===== config.mk =====
export PLATFORM = sky130hd
export DESIGN_NAME = truth_table_sweeper
export DESIGN_NICKNAME = d
export VERILOG_FILES = /design/src/rtl/truth_table_sweeper.sv
export SDC_FILE = /design/constraint.sdc
export NUM_CORES = 1
export LEC_CHECK = 0
export ABC_AREA = 1
export CAP_MARGIN = 30
export CELL_PAD_IN_SITES_DETAIL_PLACEMENT = 1
export CELL_PAD_IN_SITES_GLOBAL_PLACEMENT = 1
export CORE_ASPECT_RATIO = 0.8
export CORE_UTILIZATION = 45
export DETAILED_ROUTE_END_ITERATION = 16
export DONT_BUFFER_PORTS = 1
export GPL_ROUTABILITY_DRIVEN = 0
export GPL_TIMING_DRIVEN = 0
export MAX_ROUTING_LAYER = met4
export PLACE_DENSITY_LB_ADDON = 0.2
export SYNTH_ARGS = -nofsm -noshare
export SYNTH_HDL_FRONTEND = slang
export SYNTH_SLANG_ARGS = --single-unit
export TNS_END_PERCENT = 20

===== constraint.sdc =====
create_clock -name clk -period 1.87 [get_ports clk]
set_clock_uncertainty 0.15 [all_clocks]
set_input_delay 0.2805 -clock clk [delete_from_list [all_inputs] [get_ports clk]]
set_output_delay 0.2805 -clock clk [all_outputs]
set_load 0.02 [all_outputs]

===== src/rtl/truth_table_sweeper.sv =====
// Truth-table sweeper: walks every input vector of an N_IN-input gate, waits a settle
// interval, samples the gate output and compares the assembled table with a golden copy.
module truth_table_sweeper #(
  parameter int unsigned N_IN          = 3,
  parameter int unsigned SETTLE_CYCLES = 2
) (
  input  logic                                clk,
  input  logic                                rst,
  input  logic                                start,
  input  logic                                abort,
  input  logic [(1 << N_IN)-1:0]              expected,
  output logic [N_IN-1:0]                     dut_in,
  input  logic                                dut_out,
  output logic                                busy,
  output logic                                done,
  output logic [(1 << N_IN)-1:0]              table_out,
  output logic                                pass,
  output logic [$clog2((1 << N_IN) + 1)-1:0]  mismatch_cnt
);

  localparam int unsigned TblW    = 1 << N_IN;
  localparam int unsigned CntBits = $clog2(TblW + 1);
  localparam int unsigned SetW    = (SETTLE_CYCLES > 1) ? $clog2(SETTLE_CYCLES) : 1;

  localparam logic [SetW-1:0]    SetLast = SetW'((SETTLE_CYCLES > 0) ? SETTLE_CYCLES - 1 : 0);
  localparam logic [N_IN-1:0]    IdxLast = {N_IN{1'b1}};
  localparam logic [CntBits-1:0] CntMax  = CntBits'(TblW);

  localparam logic [1:0] StIdle   = 2'd0;
  localparam logic [1:0] StSettle = 2'd1;
  localparam logic [1:0] StSample = 2'd2;
  localparam logic [1:0] StDone   = 2'd3;
  // With no settle interval every vector goes straight to its sample cycle.
  localparam logic [1:0] StVecEntry = (SETTLE_CYCLES == 0) ? StSample : StSettle;

  logic [1:0]         state_q, state_d;
  logic [N_IN-1:0]    idx_q, idx_d;
  logic [SetW-1:0]    set_q, set_d;
  logic [TblW-1:0]    gold_q, gold_d;
  logic [TblW-1:0]    table_q, table_d;
  logic [CntBits-1:0] mm_q, mm_d;
  logic               pass_q, pass_d;
  logic [CntBits-1:0] mm_next;

  // Next-state logic for the sweep FSM and its datapath registers.
  always_comb begin
    state_d = state_q;
    idx_d   = idx_q;
    set_d   = set_q;
    gold_d  = gold_q;
    table_d = table_q;
    mm_d    = mm_q;
    pass_d  = pass_q;
    mm_next = mm_q;
    if ((dut_out != gold_q[idx_q]) && (mm_q != CntMax)) begin
      mm_next = mm_q + 1'b1;
    end

    unique case (state_q)
      StIdle: begin
        if (start && !abort) begin
          gold_d  = expected;
          table_d = '0;
          mm_d    = '0;
          pass_d  = 1'b0;
          idx_d   = '0;
          set_d   = '0;
          state_d = StVecEntry;
        end
      end
      StSettle: begin
        if (abort) begin
          state_d = StIdle;
          idx_d   = '0;
          set_d   = '0;
          pass_d  = 1'b0;
        end else if (set_q == SetLast) begin
          set_d   = '0;
          state_d = StSample;
        end else begin
          set_d = set_q + 1'b1;
        end
      end
      StSample: begin
        if (abort) begin
          // An aborted sample is dropped; partial table and count stay visible.
          state_d = StIdle;
          idx_d   = '0;
          set_d   = '0;
          pass_d  = 1'b0;
        end else begin
          table_d[idx_q] = dut_out;
          mm_d           = mm_next;
          if (idx_q == IdxLast) begin
            pass_d  = (mm_next == '0);
            state_d = StDone;
          end else begin
            idx_d   = idx_q + 1'b1;
            state_d = StVecEntry;
          end
        end
      end
      StDone: begin
        state_d = StIdle;
      end
      default: begin
        state_d = StIdle;
      end
    endcase
  end

  // State registers with asynchronous active-high reset.
  always_ff @(posedge clk or posedge rst) begin
    if (rst) begin
      state_q <= StIdle;
      idx_q   <= '0;
      set_q   <= '0;
      gold_q  <= '0;
      table_q <= '0;
      mm_q    <= '0;
      pass_q  <= 1'b0;
    end else begin
      state_q <= state_d;
      idx_q   <= idx_d;
      set_q   <= set_d;
      gold_q  <= gold_d;
      table_q <= table_d;
      mm_q    <= mm_d;
      pass_q  <= pass_d;
    end
  end

  assign dut_in       = idx_q;
  assign busy         = (state_q != StIdle);
  assign done         = (state_q == StDone);
  assign table_out    = table_q;
  assign pass         = pass_q;
  assign mismatch_cnt = mm_q;

endmodule

==> results.sh <==
export IMPL_antenna_found_initial=0
export IMPL_synth_top_area_share_pct=43.7
export IMPL_muxShareOfSynthArea_pct=0
export IMPL_grt_pass1_wl_um=6400
export IMPL_hold_viol_final=0
export IMPL_drtPass1Iterations=4
export IMPL_grt_max_degree=16
export IMPL_ir_worst_vdd_v=0.000475
export IMPL_relSlewSlack_pct=58.8
export IMPL_async_flop_share_pct=100
export IMPL_clock_path_buffers=2
export IMPL_critPathMaxStageDelay_ns=0.53
export IMPL_synth_edff_count=0
export IMPL_finalMaxSlewViolations=0
export IMPL_vias=1328
export IMPL_clk_latency_ns=0.28
export IMPL_dp_cells=232
export IMPL_h_tree_depth=1
export IMPL_hold_class="input pin to register"
export IMPL_finalWirelength_um=4450
export IMPL_critical_path_required_ns=1.94
export IMPL_yosys_area_share_xor_xnor_pct=1.13
export IMPL_ys_types=25
export IMPL_instances_no_fill=249
export IMPL_dieArea_sq_um=3670
export IMPL_path_buf_inv=1
export IMPL_cts_root_buf="clkbuf_8"
export IMPL_post_route_drc_count=0
export IMPL_synth_top_family_by_area="simple AND/OR/NAND/NOR gates"
export IMPL_max_freq_mhz=521
export IMPL_postLayoutCoreUtil_pct=58.9
export IMPL_numCtsBuffers=3
export IMPL_grt_overflow=0
export IMPL_crit_family="simple AND/OR/NAND/NOR gates"
export IMPL_dr_first_iter_drc_count=58
export IMPL_ys_warn_count=0
export IMPL_violations="setup timing"
export IMPL_ys_top_cells_by_count="nand2_1 (47), inv_1 (33), dfrtp_1 (27)"
export IMPL_via_per_inst=5.33
export IMPL_run_status="complete, but fails checks"
export IMPL_synth_compound_area_share_pct=13.0
export IMPL_cts_tree="built"
export IMPL_synth_area_leaders="dfrtp_1 (44%), nand2_1 (11%), inv_1 (8.0%)"
export IMPL_yosysSeqAreaShare_pct=43.7
export IMPL_worstPathMaxFanout=7
export IMPL_die_h_um=54.4
export IMPL_yosysTopAreaCell="dfrtp_1"
export IMPL_dpl_hpwl_um=2990
export IMPL_hold_slack_ns=0.0291
export IMPL_wire_per_inst_um=17.9
export IMPL_slowest_stage="dfrtp_2"
export IMPL_p_leak_uw=0.000896
export IMPL_setup_ws_ns=-0.0479
export IMPL_areaGrowthSynthToFinish_pct=21.0
export IMPL_io_buffer_count=0
export IMPL_power_density_nw_per_um2=1030
export IMPL_fin_crit_ns=1.92
export IMPL_path_cells="buf_8, nand2_4, nand3_4, nand2_4, o21ai_4, nand3_4, nand2_1, nand2_2, nor2_2, nand2_1, nand2_1"
export IMPL_worst_pin_slew_ns=0.618
export IMPL_synth_seq_cells=27
export IMPL_clk_pin_slew_ns=0.10
export IMPL_timing_final_crit_share_pct=103
export IMPL_drv_cap=0
export IMPL_synth_adder_area_share_pct=3.24
export IMPL_end_kind="register"
export IMPL_coreArea_sq_um=3180
export IMPL_drive_gt1_share_pct=24.9
export IMPL_synth_most_common_cell="nand2_1"
export IMPL_ioPinCount=31
export IMPL_diodes=0
export IMPL_grt_use_total_pct=25.5
export IMPL_die_w_um=67.5
export IMPL_ys_flop_type="dfrtp_1"
export IMPL_initial_core_util_pct=48.7
export IMPL_syn_area_sq_um=1550
export IMPL_critical_path_most_common_cell="nand2_1"
export IMPL_nets=227
export IMPL_pre_cts_slack_ns=-0.124
export IMPL_grt_pass1_vias=1383
export IMPL_synthSimpleGateAreaFrac_pct=28.3
export IMPL_rsz0062_at_grt="yes"
export IMPL_fin_setup_tns_ns=-0.0750
export IMPL_finalSetupViolCount=2
export IMPL_avgSynthCellArea_sq_um=8.09
export IMPL_worstPathArrival_ns=1.99
export IMPL_ant_nets=0
export IMPL_synth_nets=208
export IMPL_cts_sinks=27
export IMPL_syn_inst=191
export IMPL_num_rows=18
export IMPL_startpoint_type="register"
export IMPL_worstSetupPathType="register to register"
## worst paths after layout
check | from | endpoint | slack (ns) | cells past startpoint
setup / recovery | dut_in[0]$_DFFE_PP0P_ | pass$_DFFE_PP0P_ | -0.05 | 11
hold / removal | abort | mismatch_cnt[0]$_DFFE_PP0P_ | 0.03 | 3
setup reg to reg | dut_in[0]$_DFFE_PP0P_ | pass$_DFFE_PP0P_ | -0.05 | 11
hold reg to reg | gold_q[6]$_DFFE_PP0P_ | gold_q[6]$_DFFE_PP0P_ | 0.39 | 2
max in group asynchronous | rst | dut_in[2]$_DFFE_PP0P_ | 0.70 | 3
min in group asynchronous | rst | gold_q[2]$_DFFE_PP0P_ | 0.36 | 2
## cell type report
type	count	area, sq um
sequential	27	681
inverter	40	155
clock buffer	4	45.0
fill	393	1310
timing repair buffer	14	148
buffer	2	18.8
tap	40	50.0
multi-input combinational	122	772
## layer usage
metal	share of wire, %	vias up	GRT usage [%]
met4	0.81	0	6.74
li1	-	639	-
met5	0	-	-
met2	51	27	42.7
met3	4.4	4	7.71
met1	44	658	30.0
## cell families after synthesis
| kind of cell | after synthesis |
|---|---|
| AO/OA/AOI/OAI | 35 |
| buffers and inverters | 42 |
| adder cells (fa/ha/maj) | 4 |
| XOR/XNOR | 2 |
| flip-flops | 27 |
| AND/OR/NAND/NOR | 81 |
## placed cells by master (no fill, tap or decap), drive strengths merged, types with 2 or more instances in the layout
cell	synthesis	final
nor3	2	2
o21ai	16	16
buf	1	6
nand2	53	53
inv	40	39
ha	4	4
xor2	2	2
dfrtp	27	27
nand3	9	9
o22ai	9	9
nand4	3	3
nor2	14	14
clkbuf	1	5
dlygate4sd3	0	9
a21oi	9	9
## stage by stage
| step | total power, uW | cell area [sq um] |
|---|---|---|
| detailed placement | 1420 | 1620 |
| global route | 2030 | 1870 |
| global placement | 1370 | 1600 |
| finish | 1930 | 1870 |
| CTS | 1790 | 1780 |
| floorplan | 1270 | 1550 |
## worst register-to-register path, delay by kind of cell (launching register included)
family                 cells  cell delay [ns]
and+or+nand+nor            9             0.77
AOI/OAI and AO/OA          1             0.22
buffers and inverters      1             0.18
DFF                        1             0.53
## registers in the layout, indices dropped and copies added, names as in the netlist
| signal | count |
|---|---|
| gold_q | 8 |
| table_out | 8 |
| mismatch_cnt | 4 |
| dut_in | 3 |
| state_q | 2 |
| pass | 1 |
| set_q | 1 |
## where the power goes
group	switching, uW	total [uW]	internal (uW)
clock network	183	336	153
registers	106	782	676
logic	521	810	289
## what timing repair did
item                                    CTS  global route
resized for setup                         5            21
endpoints found under the setup margin    9            22
endpoints found under the hold margin    20             0
buffers inserted                          1             3
hold buffers                              9             0
pin swaps                                 1            14
(Power assumes the default switching activity.)
